File: src/rtl/fifo_wr_arbiter.sv
// rtl/fifo_wr_arbiter.sv - round-robin write arbiter sharing one 4-bit FIFO among four producers
// Grants at most one nibble per cycle and never issues a write that could land in a full FIFO.
module fifo_wr_arbiter #(
    parameter int BUF_WIDTH = 3,
    parameter int BUF_SIZE  = 8
) (
    input  logic               clk_i,
    input  logic               rst_i,
    input  logic [3:0]         req_i,
    input  logic [15:0]        req_data_i,
    input  logic [BUF_WIDTH:0] fifo_count_i,
    output logic [3:0]         ack_o,
    output logic               fifo_wr_en_o,
    output logic [3:0]         fifo_buf_in_o,
    output logic [1:0]         grant_id_o,
    output logic [7:0]         stall_cnt_o
);

    localparam logic [BUF_WIDTH+1:0] SIZE_W = BUF_SIZE[BUF_WIDTH+1:0];

    logic [3:0]           ack_q, ack_d;
    logic                 wr_en_q, wr_en_d;
    logic [3:0]           buf_in_q, buf_in_d;
    logic [1:0]           grant_id_q, grant_id_d;
    logic [1:0]           rr_ptr_q, rr_ptr_d;
    logic [7:0]           stall_q, stall_d;

    logic [3:0]           elig;
    logic [BUF_WIDTH+1:0] occupancy;
    logic                 room;
    logic                 found;
    logic [1:0]           sel;
    logic [1:0]           idx;

    // The just-acked requester still shows req high with its old nibble, so mask it out.
    assign elig      = req_i & ~ack_q;
    // Count the write already in flight; reads are ignored so this errs toward stalling.
    assign occupancy = {1'b0, fifo_count_i} + {{(BUF_WIDTH+1){1'b0}}, wr_en_q};
    assign room      = occupancy < SIZE_W;

    always_comb begin
        found = 1'b0;
        sel   = rr_ptr_q;
        idx   = 2'd0;
        for (int k = 0; k < 4; k++) begin
            idx = rr_ptr_q + 2'(k);
            if (!found && elig[idx]) begin
                found = 1'b1;
                sel   = idx;
            end
        end
    end

    always_comb begin
        ack_d      = 4'b0000;
        wr_en_d    = 1'b0;
        buf_in_d   = buf_in_q;
        grant_id_d = grant_id_q;
        rr_ptr_d   = rr_ptr_q;
        stall_d    = stall_q;
        if (found && room) begin
            ack_d      = 4'b0001 << sel;
            wr_en_d    = 1'b1;
            buf_in_d   = req_data_i[{sel, 2'b00} +: 4];
            grant_id_d = sel;
            rr_ptr_d   = sel + 2'd1;
        end
        if (found && !room && stall_q != 8'hFF) begin
            stall_d = stall_q + 8'd1;
        end
    end

    always_ff @(posedge clk_i) begin
        if (rst_i) begin
            ack_q      <= 4'b0000;
            wr_en_q    <= 1'b0;
            buf_in_q   <= 4'h0;
            grant_id_q <= 2'd0;
            rr_ptr_q   <= 2'd0;
            stall_q    <= 8'd0;
        end else begin
            ack_q      <= ack_d;
            wr_en_q    <= wr_en_d;
            buf_in_q   <= buf_in_d;
            grant_id_q <= grant_id_d;
            rr_ptr_q   <= rr_ptr_d;
            stall_q    <= stall_d;
        end
    end

    assign ack_o         = ack_q;
    assign fifo_wr_en_o  = wr_en_q;
    assign fifo_buf_in_o = buf_in_q;
    assign grant_id_o    = grant_id_q;
    assign stall_cnt_o   = stall_q;

endmodule

File: config.mk
export PLATFORM = sky130hd
export DESIGN_NAME = fifo_wr_arbiter
export DESIGN_NICKNAME = d
export VERILOG_FILES = /design/src/rtl/fifo_wr_arbiter.sv
export SDC_FILE = /design/constraint.sdc
export NUM_CORES = 1
export LEC_CHECK = 0
export ABC_AREA = 1
export BUFFER_PORTS_ARGS = -buffer_cell sky130_fd_sc_hd__buf_2
export CAP_MARGIN = 20
export CORE_MARGIN = 2
export CORE_UTILIZATION = 45
export CTS_CLUSTER_SIZE = 24
export DETAILED_ROUTE_END_ITERATION = 12
export PLACE_DENSITY = 0.72
export SLEW_MARGIN = 30
export SYNTH_ARGS = -nofsm -noshare
export SYNTH_HDL_FRONTEND = slang
export SYNTH_SLANG_ARGS = --single-unit
File: constraint.sdc
create_clock -name clk_i -period 3.15 [get_ports clk_i]
set_clock_uncertainty 0.2 [all_clocks]
set_input_delay 0 -clock clk_i [delete_from_list [all_inputs] [get_ports clk_i]]
set_output_delay 0 -clock clk_i [all_outputs]
set_load 0.005 [all_outputs]
# Word-level counts from Yosys, hierarchy flattened
# Cells that the tools add are included.
totals:
  elab_cells: 50
  ff_bits: 21
  input_bits: 26
classes:
  mux: 16
  n_lt_le_gt_ge: 5
  n_reduce_logical: 11
  n_eq_ne: 1
  shift: 2
  bitwise: 3
  n_addsub: 6
op_table:
  columns: ["cell", "n"]
  rows:
  - ["16-bit by 5-bit variable part select with 4-bit output", 1]
  - ["2-bit by 3-bit < comparator with 1-bit output (second input constant)", 4]
  - ["1-bit two-way mux", 9]
  - ["8-bit by 1-bit adder with 8-bit output (second input constant)", 1]
  - ["1-bit binary-select mux with 2-bit select", 4]
  - ["8-bit != test (second input constant)", 1]
  - ["1-bit logical AND", 6]
  - ["2-bit two-way mux", 3]
  - ["4-bit by 1-bit adder with 5-bit output", 1]
  - ["5-bit by 4-bit < comparator with 1-bit output (second input constant)", 1]
  - ["2-bit by 1-bit adder with 2-bit output (second input constant)", 2]
  - ["2-bit adder (second input constant)", 2]
  - ["4-bit bitwise AND", 1]
  - ["1-bit logical NOT", 4]
  - ["4-bit NOT", 1]
  - ["1-bit by 2-bit left shift with 4-bit output (first input constant)", 1]
  - ["2-bit OR reduction", 1]
  - ["1-bit NOT", 1]

# Depth between registers and ports, before layout
depth:
  ltp_word: 17
  depth_mapped: 18
  depth_no_buf: 16

# Least setup slack after synthesis
# No wires, ideal clock.
synth_path:
  path_type: "reg-to-reg"
  from: "reg rr_ptr_q[0]"
  to: "reg buf_in_q[3] (netlist: fifo_buf_in_o[3])"
  path_stages_with_launch: 17
  period_less_slack_ps: 1853
  setup_time_ps: 109
  arrival_ps: 1545
  t_required_ps: 2841
  path_buffers: 2
  path_slack_ps: 1297
  cell_sequence: "dfxtp_1 -> buf_6 -> inv_6 -> nand3_1 -> nand2_1 -> nand2_1 -> nand2_2 -> nand4_4 -> nand2_4 -> nand2_4 -> buf_8 -> nand2_1 -> nand2_1 -> nand2_1 -> nand3_1 -> nand2_1 -> inv_1"
synth_between:
  elab_chain_cells: 13
  elab_cells_between_ends: 26
  cone_classes: "add/sub: 3; shift: 1; mux: 15; reduce/logical: 7"
synth_rtl:
  columns: ["element", "line", "source"]
  rows:
  - ["start, declared", "25", "logic [1:0] rr_ptr_q, rr_ptr_d;"]
  - ["start signal, assigned", "86", "rr_ptr_q <= rr_ptr_d;"]
  - ["branches (longest 13 deep; another with 2-bit by 1-bit adder with 2-bit output)", null, null]
  - ["end signal, assigned", "84", "buf_in_q <= buf_in_d;"]
  - ["end, declared", "23", "logic [3:0] buf_in_q, buf_in_d;"]
# Parallel ways; which one is timed is not known. The select of a mux whose other input is x is not followed.
# A chain may end at the register's enable or synchronous reset.

# Worst setup path after layout
layout_path:
  from: "reg rr_ptr_q[0]"
  to: "reg buf_in_q[0] (netlist: fifo_buf_in_o[0])"
# Same word-level chain as after synthesis.

==> impl_metrics.toml <==
[run_status]
status = "finished, final reports clean"

[logic_synthesis]
yosysUniqueCellTypes = 30
synth_warnings = 0
syn_avg_cell_area_um2 = 6.79
synth_area_um2 = 1410
synth-seq-cells = 21
yosysSeqAreaShare_pct = 29.9
synth_cells = 207
syn_nets = 234

[sta]
max_freq_mhz = 356
setup_tns_ns = 0
min_period_ns = 2.81
finalCritPeriodShare_pct = 89.2
worst_slack_ns = 0.340
final_max_slew_viol_count = 0
worst_slew_pin_slew_ns = 0.516
setup_viol = 0
rsz0062_at_grt = "false"
finalHoldViolCount = 0
slew-limit-headroom_pct = 65.5

[grt]
grtUsageTotal_pct = 19.0
grt_overflow_total = 0
grt_max_degree = 17
grt_pass1_vias = 1268
grt_pass1_wl_mm = 5.26
antenna_found_initial = 0

[route]
wirelength_mm = 3.31
drt-initial-drc-count = 42
viasPerCell = 4.93
ant_nets = 0
wl_met3_um = 166
drc = 0
firstDrtPassIters = 4
wl_met2_mm = 1.49
drt-met1-wl_mm = 1.61
routedWlPerCell_um = 11.0
vias = 1478
top_layer = "met4"

[clock_tree]
cts_setup_buffers = 0
cts.htree.levels = 1
cts_tree = "yes"
numCtsBuffers = 3
clock_path_buffers = 2
hold_buffers = 17
cts.sinks = 21
clk_latency_ns = 0.30
cts-root-buf = "clkbuf_4"
post_cts_resize_count = 0
clk_pin_slew_worst_paths_ns = 0.12

[placed_design]
place.gp.congestion = 0.865
pre_cts_ws_ns = 0.775
port_buffers = 44
dpl.hpwl_mm = 2.53

[setup_path]
cp-end-kind = "flip-flop"
crit_cells = 13
cp.required_ns = 3.20
crit_top_cell = "nand2_1"
critical_path_arrival_ns = 2.86
path_max_fanout = 12
critPathKind = "flip-flop to flip-flop"
crit_buf_inv = 2
startpoint_type = "flip-flop"
critPathTopFamily = "simple AND/OR/NAND/NOR gates"
path_cells = "nand3_1 > nand3_2 > nand2_2 > nand3_2 > nand2_1 > nand2_4 > nand2_4 > inv_2 > nand2_1 > nand2_1 > dlygate4sd3_1 > nand2_1 > a21oi_2"
worstRegToRegCells = 13
critPathMaxStageDelay_ns = 0.66
cpMaxStageDelayCell = "dfxtp_1"

[final_layout]
syn_to_final_growth_pct = 29.1
final_layout_size_suffix_gt1_share_pct = 28.8
antenna_cells = 0
layout.nets = 295

[die]
core-area_um2 = 3000
start_util_pct = 46.8
rows = 20
dieArea_um2 = 3590
die_w_um = 59.9
dieHeight_um = 59.9
ios = 45

[hold_path]
hold_class = "primary input to flip-flop"
hold_depth = 5

[flow_run]
maxCapViolCount = 0

[power_and_ir_drop]
leakagePower_nw = 0.913
ir_drop_mv = 0.515
p_per_area_nw_per_um2 = 911
[routing by layer]
metal	up-vias	global-route usage, %
met5	-	0
met4	0	3.81
met3	4	3.46
met2	42	31.7
met1	631	25.6
li1	801	-
[synthesized netlist by cell type]
cell type | count | area (um^2)
nand2_1 | 62 | 233
nand3_1 | 25 | 125
dfxtp_1 | 21 | 420
inv_1 | 21 | 78.8
nor2_1 | 11 | 41.3
o21ai_0 | 9 | 45.0
a21oi_1 | 8 | 40.0
nand3_2 | 7 | 70.1
nand2_2 | 6 | 37.5
nand4_1 | 6 | 37.5
a21oi_2 | 3 | 26.3
inv_2 | 3 | 11.3
nand2_4 | 3 | 33.8
nand3b_1 | 3 | 22.5
nor3_1 | 3 | 15.0
buf_6 | 2 | 22.5
a41oi_1 | 1 | 8.76
buf_4 | 1 | 7.51
buf_8 | 1 | 15.0
clkbuf_1 | 1 | 3.75
ha_1 | 1 | 12.5
inv_4 | 1 | 6.26
inv_6 | 1 | 8.76
nand3_4 | 1 | 17.5
nand4_4 | 1 | 21.3
nor2_2 | 1 | 6.26
nor2_4 | 1 | 11.3
o21a_2 | 1 | 8.76
o21ai_2 | 1 | 8.76
xor2_1 | 1 | 8.76
[worst register-to-register path, stage by stage, from the launching register on]
cell           delay [ns]
dfxtp_1              0.66
nand3_1              0.22
nand3_2              0.12
nand2_2              0.15
nand3_2              0.14
nand2_1              0.10
nand2_4              0.10
nand2_4              0.11
inv_2                0.12
nand2_1              0.06
nand2_1              0.05
dlygate4sd3_1        0.54
nand2_1              0.06
a21oi_2              0.14
[final timing paths]
path | start | endpoint | slack, ns
min | fifo_count_i[3] | grant_id_o[0] | 0.06
max reg2reg | rr_ptr_q[0] | fifo_buf_in_o[0] | 0.34
max | rr_ptr_q[0] | fifo_buf_in_o[0] | 0.34
min reg2reg | stall_cnt_o[4] | stall_cnt_o[4] | 0.26
[layout by cell type (no fill, tap or decap)]
cell and n:
dlygate4sd3_1 17, o21ai_2 1, inv_2 3, nor3_1 3
inv_4 1, nand3_4 1, o21a_2 1, clkbuf_1 1
nand2_4 3, a21oi_1 8, a41oi_1 1, inv_1 21
nand2_1 62, nand2_2 6, nand3_1 25, ha_1 1
nand3b_1 3, nor2_1 11, nand3_2 7, nor2_2 1
nor2_4 1, clkbuf_4 3, dfxtp_1 21, xor2_1 1
nand4_4 1, inv_6 1, a21oi_2 3, nand4_1 6
buf_2 44, o21ai_0 9
[logic make-up after synthesis]
group | after synthesis | share of synthesized area [%]
XOR/XNOR | 1 | 0.623
adder cells (fa/ha/maj) | 1 | 0.890
AND/OR/NAND/NOR | 130 | 47.8
buffers and inverters | 31 | 11.0
AO/OA/AOI/OAI | 23 | 9.80
flip-flops | 21 | 29.9
[metrics by stage]
stage,power (W),cells,utilization [%],hold WS [ns],area [um^2]
final,0.00165,300,60.4,0.0609,1810
after global routing,0.00181,300,60.4,0.0936,1810
after CTS,0.00165,300,60.4,0.0558,1810
after detailed placement,0.00138,279,53.9,0.0670,1620
after global placement,0.00138,279,53.9,0.0690,1620
after floorplan,0.00123,207,-,-0.138,1410
[flip-flops by register name, summed over array words and instances (netlist names)]
name           count
stall_cnt_o        8
ack_o              4
fifo_buf_in_o      4
grant_id_o         2
rr_ptr_q           2
fifo_wr_en_o       1
[report_power, final]
group	internal, W	switching (W)	total, W	leakage [nW]
clock network	0.0000494	0.0000829	0.000132	0.0150
logic	0.000440	0.000673	0.00111	0.726
registers	0.000339	0.0000696	0.000409	0.172
[layout make-up]
class                   instances  area (um^2)
clock buffers                   4         26.3
repair buffers                 61          390
fillers                       296         1190
multi-input cells             155          831
flip-flops and latches         21          420
well taps                      33         41.3
inverters                      26          105
(Power assumes the default switching activity.)
